[config.mk]
export PLATFORM = sky130hd
export DESIGN_NAME = multi_line_stream_prefetcher
export DESIGN_NICKNAME = d
export VERILOG_FILES = /design/src/rtl/multi_line_stream_prefetcher.sv
export SDC_FILE = /design/constraint.sdc
export NUM_CORES = 1
export LEC_CHECK = 0
export CORE_MARGIN = 4
export CORE_UTILIZATION = 60
export DETAILED_ROUTE_END_ITERATION = 10
export PLACE_DENSITY = 0.79
export SLEW_MARGIN = 25
export SYNTH_ARGS = -nofsm -noshare
export SYNTH_HDL_FRONTEND = slang
export SYNTH_SLANG_ARGS = --single-unit
export TNS_END_PERCENT = 50
[constraint.sdc]
create_clock -name clk_i -period 19.6 [get_ports clk_i]
set_input_delay 5.88 -clock clk_i [delete_from_list [all_inputs] [get_ports clk_i]]
set_output_delay 5.88 -clock clk_i [all_outputs]
set_load 0.01 [all_outputs]
[src/rtl/multi_line_stream_prefetcher.sv]
// multi_line_stream_prefetcher
//   Next-N-line prefetcher for the cache miss path. Each accepted miss
//   starts a generator that walks up to PF_DEGREE sequential lines after the
//   missing line. Lines already pushed recently are skipped. The rest go into
//   a small request FIFO that drains to the memory arbiter over valid/ready.
//
// Ports
//   clk_i             clock
//   rst_ni            synchronous active-low reset
//   flush_i           drop all queued and in-flight prefetch work
//   enable_i          gate for accepting new misses (the queue still drains)
//   cache_miss_i      a miss occurred this cycle
//   miss_addr_i       byte address of the miss
//   cache_busy_i      hold off issue this cycle
//   prefetch_ready_i  arbiter accepts the head request
//   prefetch_valid_o  head request valid
//   prefetch_addr_o   head request line address (line aligned, 0 when empty)
//   occupancy_o       current FIFO entry count
module multi_line_stream_prefetcher #(
  parameter int unsigned XLEN             = 32,
  parameter int unsigned BLK_SIZE         = 128,
  parameter int unsigned PF_DEGREE        = 2,
  parameter int unsigned QUEUE_DEPTH      = 4,
  parameter int unsigned FILTER_ENTRIES   = 8,
  parameter int unsigned PAGE_BYTES       = 4096,
  parameter bit          ALLOW_PAGE_CROSS = 1'b0
) (
  input  logic                             clk_i,
  input  logic                             rst_ni,
  input  logic                             flush_i,
  input  logic                             enable_i,
  input  logic                             cache_miss_i,
  input  logic [XLEN-1:0]                  miss_addr_i,
  input  logic                             cache_busy_i,
  input  logic                             prefetch_ready_i,
  output logic                             prefetch_valid_o,
  output logic [XLEN-1:0]                  prefetch_addr_o,
  output logic [$clog2(QUEUE_DEPTH):0]     occupancy_o
);

  localparam int unsigned LINE_BYTES     = BLK_SIZE / 8;
  localparam int unsigned OFFSET_BITS    = $clog2(LINE_BYTES);
  localparam int unsigned LINE_W         = XLEN - OFFSET_BITS;
  localparam int unsigned PAGE_LINE_BITS = $clog2(PAGE_BYTES) - OFFSET_BITS;
  localparam int unsigned PAGE_W         = LINE_W - PAGE_LINE_BITS;
  localparam int unsigned PTR_W          = $clog2(QUEUE_DEPTH);
  localparam int unsigned CNT_W          = PTR_W + 1;
  localparam int unsigned FIDX_W         = $clog2(FILTER_ENTRIES);
  localparam int unsigned REM_W          = 4;

  typedef enum logic {IDLE, GEN} gen_state_e;

  gen_state_e              state_reg, state_next;
  logic [LINE_W-1:0]       cand_reg, cand_next;
  logic                    wrap_reg, wrap_next;   // cand_reg overflowed the address space
  logic [REM_W-1:0]        rem_reg, rem_next;
  logic [PAGE_W-1:0]       page_reg, page_next;
  logic [LINE_W-1:0]       last_line_reg;
  logic                    last_valid_reg;
  logic [FIDX_W-1:0]       filt_ptr_reg;
  logic [LINE_W-1:0]       filt_line_reg [FILTER_ENTRIES];
  logic                    filt_valid_reg [FILTER_ENTRIES];
  logic [FILTER_ENTRIES-1:0] filt_match;
  logic [LINE_W-1:0]       fifo_mem_reg [QUEUE_DEPTH];
  logic [PTR_W-1:0]        wr_ptr_reg, rd_ptr_reg;
  logic [CNT_W-1:0]        count_reg, count_next;

  logic [LINE_W-1:0]       miss_line;
  logic [LINE_W:0]         miss_inc, cand_inc;
  logic                    miss_acc, filt_hit, stop, can_push, push, pop, empty;
  logic                    unused_offset;

  assign miss_line     = miss_addr_i[XLEN-1:OFFSET_BITS];
  assign unused_offset = ^miss_addr_i[OFFSET_BITS-1:0];
  // One extra bit catches the +1 line increment wrapping past the top of memory.
  assign miss_inc      = {1'b0, miss_line} + (LINE_W+1)'(1);
  assign cand_inc      = {1'b0, cand_reg} + (LINE_W+1)'(1);

  // A repeat miss to the same line as the last accepted one is ignored.
  assign miss_acc = cache_miss_i && enable_i && !flush_i &&
                    !(last_valid_reg && (miss_line == last_line_reg));

  genvar gi;
  generate
    for (gi = 0; gi < FILTER_ENTRIES; gi++) begin : g_filter
      assign filt_match[gi] = filt_valid_reg[gi] && (filt_line_reg[gi] == cand_reg);

      always_ff @(posedge clk_i) begin
        if (!rst_ni || flush_i) begin
          filt_valid_reg[gi] <= 1'b0;
          filt_line_reg[gi]  <= '0;
        end else if (push && (filt_ptr_reg == FIDX_W'(gi))) begin
          filt_valid_reg[gi] <= 1'b1;
          filt_line_reg[gi]  <= cand_reg;
        end
      end
    end
  endgenerate

  assign filt_hit = |filt_match;
  assign stop     = wrap_reg ||
                    (!ALLOW_PAGE_CROSS && (cand_reg[LINE_W-1:PAGE_LINE_BITS] != page_reg));

  assign empty            = (count_reg == '0);
  assign prefetch_valid_o = !empty && !cache_busy_i;
  assign prefetch_addr_o  = empty ? '0 : {fifo_mem_reg[rd_ptr_reg], {OFFSET_BITS{1'b0}}};
  assign occupancy_o      = count_reg;

  assign pop      = prefetch_valid_o && prefetch_ready_i && !flush_i;
  // A full queue still takes a push when the head leaves in the same cycle.
  assign can_push = (count_reg != CNT_W'(QUEUE_DEPTH)) || pop;

  always_comb begin
    state_next = state_reg;
    cand_next  = cand_reg;
    wrap_next  = wrap_reg;
    rem_next   = rem_reg;
    page_next  = page_reg;
    push       = 1'b0;
    if (miss_acc) begin
      // A new miss restarts the walk; the candidate in flight is dropped.
      state_next = GEN;
      cand_next  = miss_inc[LINE_W-1:0];
      wrap_next  = miss_inc[LINE_W];
      rem_next   = REM_W'(PF_DEGREE);
      page_next  = miss_line[LINE_W-1:PAGE_LINE_BITS];
    end else if (state_reg == GEN) begin
      if (stop) begin
        state_next = IDLE;
      end else if (filt_hit || can_push) begin
        push      = !filt_hit && !flush_i;
        cand_next = cand_inc[LINE_W-1:0];
        wrap_next = cand_inc[LINE_W];
        rem_next  = rem_reg - REM_W'(1);
        if (rem_reg == REM_W'(1)) begin
          state_next = IDLE;
        end
      end
    end
  end

  always_comb begin
    count_next = count_reg;
    case ({push, pop})
      2'b10:   count_next = count_reg + CNT_W'(1);
      2'b01:   count_next = count_reg - CNT_W'(1);
      default: count_next = count_reg;
    endcase
  end

  always_ff @(posedge clk_i) begin
    if (!rst_ni || flush_i) begin
      state_reg      <= IDLE;
      cand_reg       <= '0;
      wrap_reg       <= 1'b0;
      rem_reg        <= '0;
      page_reg       <= '0;
      last_line_reg  <= '0;
      last_valid_reg <= 1'b0;
      filt_ptr_reg   <= '0;
      wr_ptr_reg     <= '0;
      rd_ptr_reg     <= '0;
      count_reg      <= '0;
    end else begin
      state_reg <= state_next;
      cand_reg  <= cand_next;
      wrap_reg  <= wrap_next;
      rem_reg   <= rem_next;
      page_reg  <= page_next;
      count_reg <= count_next;
      if (miss_acc) begin
        last_line_reg  <= miss_line;
        last_valid_reg <= 1'b1;
      end
      if (push) begin
        wr_ptr_reg   <= wr_ptr_reg + PTR_W'(1);
        filt_ptr_reg <= (filt_ptr_reg == FIDX_W'(FILTER_ENTRIES - 1)) ? '0
                                                                      : filt_ptr_reg + FIDX_W'(1);
      end
      if (pop) begin
        rd_ptr_reg <= rd_ptr_reg + PTR_W'(1);
      end
    end
  end

  // Queue storage carries no reset; entries are only visible through count_reg.
  always_ff @(posedge clk_i) begin
    if (rst_ni && push) begin
      fifo_mem_reg[wr_ptr_reg] <= cand_reg;
    end
  end

  always_ff @(posedge clk_i) begin
    if (rst_ni) begin
      assert (!$isunknown(state_reg));
      assert (count_reg <= CNT_W'(QUEUE_DEPTH));
      assert (!prefetch_valid_o || (prefetch_addr_o[OFFSET_BITS-1:0] == '0));
    end
  end

endmodule

==> results by group <==
Cells and area
  • Fill cells: 2376
  • Fin nets: 1708
  • Reg area: 11830 sq um
  • Final core occ: 0.6806
  • Area delta synth->final: 12.05%
  • Proportion of layout cells with a drive suffix above 1: 0.1091
  • Antenna cells: 0
  • Commonest non-fill, non-tap cell in the layout: edfxtp_1
  • Max reg flops: 224
  • Commonest cells after routing, fill and taps aside: edfxtp_1 (343), xnor2_1 (267), and2_1 (179), dfxtp_1 (75), nor2_1 (71)
  • Area taken by multi-input logic gates: 7935 sq um
  • Final Non-Filler Cells: 2135

CTS
  • CTS Sinks: 419
  • CTS Root Cell: clkbuf_16
  • CTS-repair resized insts: 0
  • Clock slew at reported path FFs: 0.06 ns
  • Cts hold-fix bufs: 0
  • Clk_lat worst skew: 0.54 ns
  • TritonCTS clock tree: built
  • Clock buffer depth: 3
  • H-Tree Depth: 2
  • Setup Fix Bufs, Post-CTS: 0
  • CTS Buf Count: 44

Yosys
  • Top_reg_cell synth: edfxtp_1
  • Post-synth cell types: 62
  • Post-synth ARST share: 0
  • Warnings from Yosys: 0
  • Syn Std Cell Area: 20370 sq um
  • Mapped Cells: 1614
  • Seq/Total Area, Yosys: 0.5804
  • Top-area cell type share of the netlist area: 0.5057
  • Post-synth top area cell: edfxtp_1
  • FF+latch count, synth: 419
  • Top cells by area, synth: edfxtp_1 (51%), xnor2_1 (11%), dfxtp_1 (7.5%)
  • Syn avg cell area: 12.62 sq um
  • EDFF count, synth: 343

Setup path
  • Worst setup EP type: output port
  • Critical path buffers and inverters: 2
  • Crit-path max FO: 2
  • CP required: 13.72 ns
  • Cell family with most CP delay: buffers and inverters
  • Slowest stage delay, CP: 0.56 ns
  • Crit-path cells: clkdlybuf4s50_1, nor2_1, clkdlybuf4s50_1
  • CP dominant cell by count: clkdlybuf4s50_1
  • Critical-path top delay cell: clkdlybuf4s50_1
  • Crit path DAT: 7.02 ns
  • CP Launch Type: primary input
  • Crit path kind: primary input to output port

Timing
  • Slew Limit Fails: 0
  • Setup tns final: 0 ns
  • Slew @ Worst Pin: 0.9293 ns
  • Clk_skew: 0.01968 ns
  • Fmax: 0.07751 GHz
  • Hold_ws: 0.4756 ns
  • Period minus WS final: 12.90 ns
  • RSZ-0062 raised after global routing: no
  • Finish-stage setup viols: 0
  • Final period util: 0.6582
  • Count of final hold-check violations: 0
  • Max-slew headroom: 0.3771

Power and ir drop
  • Pwr Density: 82.51 nW/um^2
  • Pleak: 7.668 nW
  • Maximum vdd drop: 0.07577 mV

Min path
  • HP Class: flop to flop

Route
  • # DRC: 0
  • Total wire length: 47.30 mm
  • Initial DRT Pass Iterations: 5
  • Avg WL per Cell: 22.16 um
  • Antenna Nets Post-Route: 0
  • Vias after detailed routing: 12823
  • DRT iter0 DRCs: 1108
  • DR vias/cell: 6.006

Die
  • I/O pins: 75
  • Core Rows: 67
  • Initial Util: 0.6074
  • Die H: 192.2 um
  • Die width: 192.2 um
  • Total die area: 36960 sq um
  • Placeable Area: 33530 sq um

Global route
  • Largest net degree at the start of global routing: 57
  • Total grt overflow: 0
  • Initial antenna violation count: 0
  • Vias in the first global route: 12778
  • First-pass GRT wire length: 73.11 mm
  • GRT Total Usage: 0.2580

Place
  • Dpl cells: 2055
  • Placer Congestion: 0.9071
  • Hpwl dp: 29.47 mm
  • I/O Buffers: 66

Run
  • Maxcap violations: 0

Status
  • Status: finished, final reports clean
==> cells in the mapped netlist, drive strengths merged (9+ instances only) <==
library cell,instances
xor2,52
nand3,32
mux2i,32
o22ai,9
dfxtp,76
nand4,65
mux4,28
ha,15
o21ai,23
nand2,39
o211ai,9
and3,10
nor2b,32
nor2,73
xnor2,267
nor4,63
clkbuf,66
a21oi,17
nor3,30
edfxtp,343
and2,179
inv,26
buf,57
==> final timing paths <==
path                          end  slack, ns           start  cells after the start
max              prefetch_valid_o       6.70    cache_busy_i                      3
min                last_valid_reg       0.48  last_valid_reg                      2
max reg2reg  filt_line_reg[1][82]      15.06    cand_reg[27]                      9
min reg2reg        last_valid_reg       0.48  last_valid_reg                      2
==> per-stage QoR <==
step | area, sq um | total power [W] | setup slack (ns)
after floorplan | 20380 | 0.001078 | 7.671
after global placement | 21440 | 0.001109 | 6.751
after detailed placement | 21440 | 0.001113 | 6.688
after CTS | 22820 | 0.001892 | 6.687
after global routing | 22820 | 0.001939 | 6.655
final | 22820 | 0.001883 | 6.699
==> cell type report <==
cell class              instances  area share
clock buffers                  56     0.05296
clock inverters                24    0.007127
inverters                      31    0.005099
multi-input cells            1044      0.3477
flip-flops and latches        419      0.5181
well taps                     448     0.02456
repair buffers                113     0.04441
==> power by group <==
group,internal [W],switching (W)
registers,0.000980,0.0000126
logic,0.0000432,0.0000591
clock network,0.000450,0.000337
total,0.00147,0.000409
==> metal layers <==
layer,routed length (um),vias to the layer above,track usage
met5,0,-,0
met4,1653,0,0.08694
met3,3414,118,0.03726
met2,22910,506,0.4271
met1,19330,6360,0.3536
li1,-,5839,-
==> kinds of logic (layout without fill, tap and decap cells) <==
logic type / Yosys count / count (layout) / synth area share
buffers and inverters: 154 / 224 / 0.03317
multiplexers: 62 / 62 / 0.04779
XOR/XNOR: 319 / 319 / 0.1372
adder cells (fa/ha/maj): 16 / 16 / 0.01020
AND/OR/NAND/NOR: 547 / 547 / 0.1604
flip-flops: 419 / 419 / 0.5804
AO/OA/AOI/OAI: 96 / 96 / 0.03071
other: 1 / 4 / 0.0001841
==> worst min-delay path: stages (launching register included) <==
cell     delay (ns)
dfxtp_1        0.33
a21oi_1        0.04
nor2_1         0.07
Power figures use the tool's default switching activity.
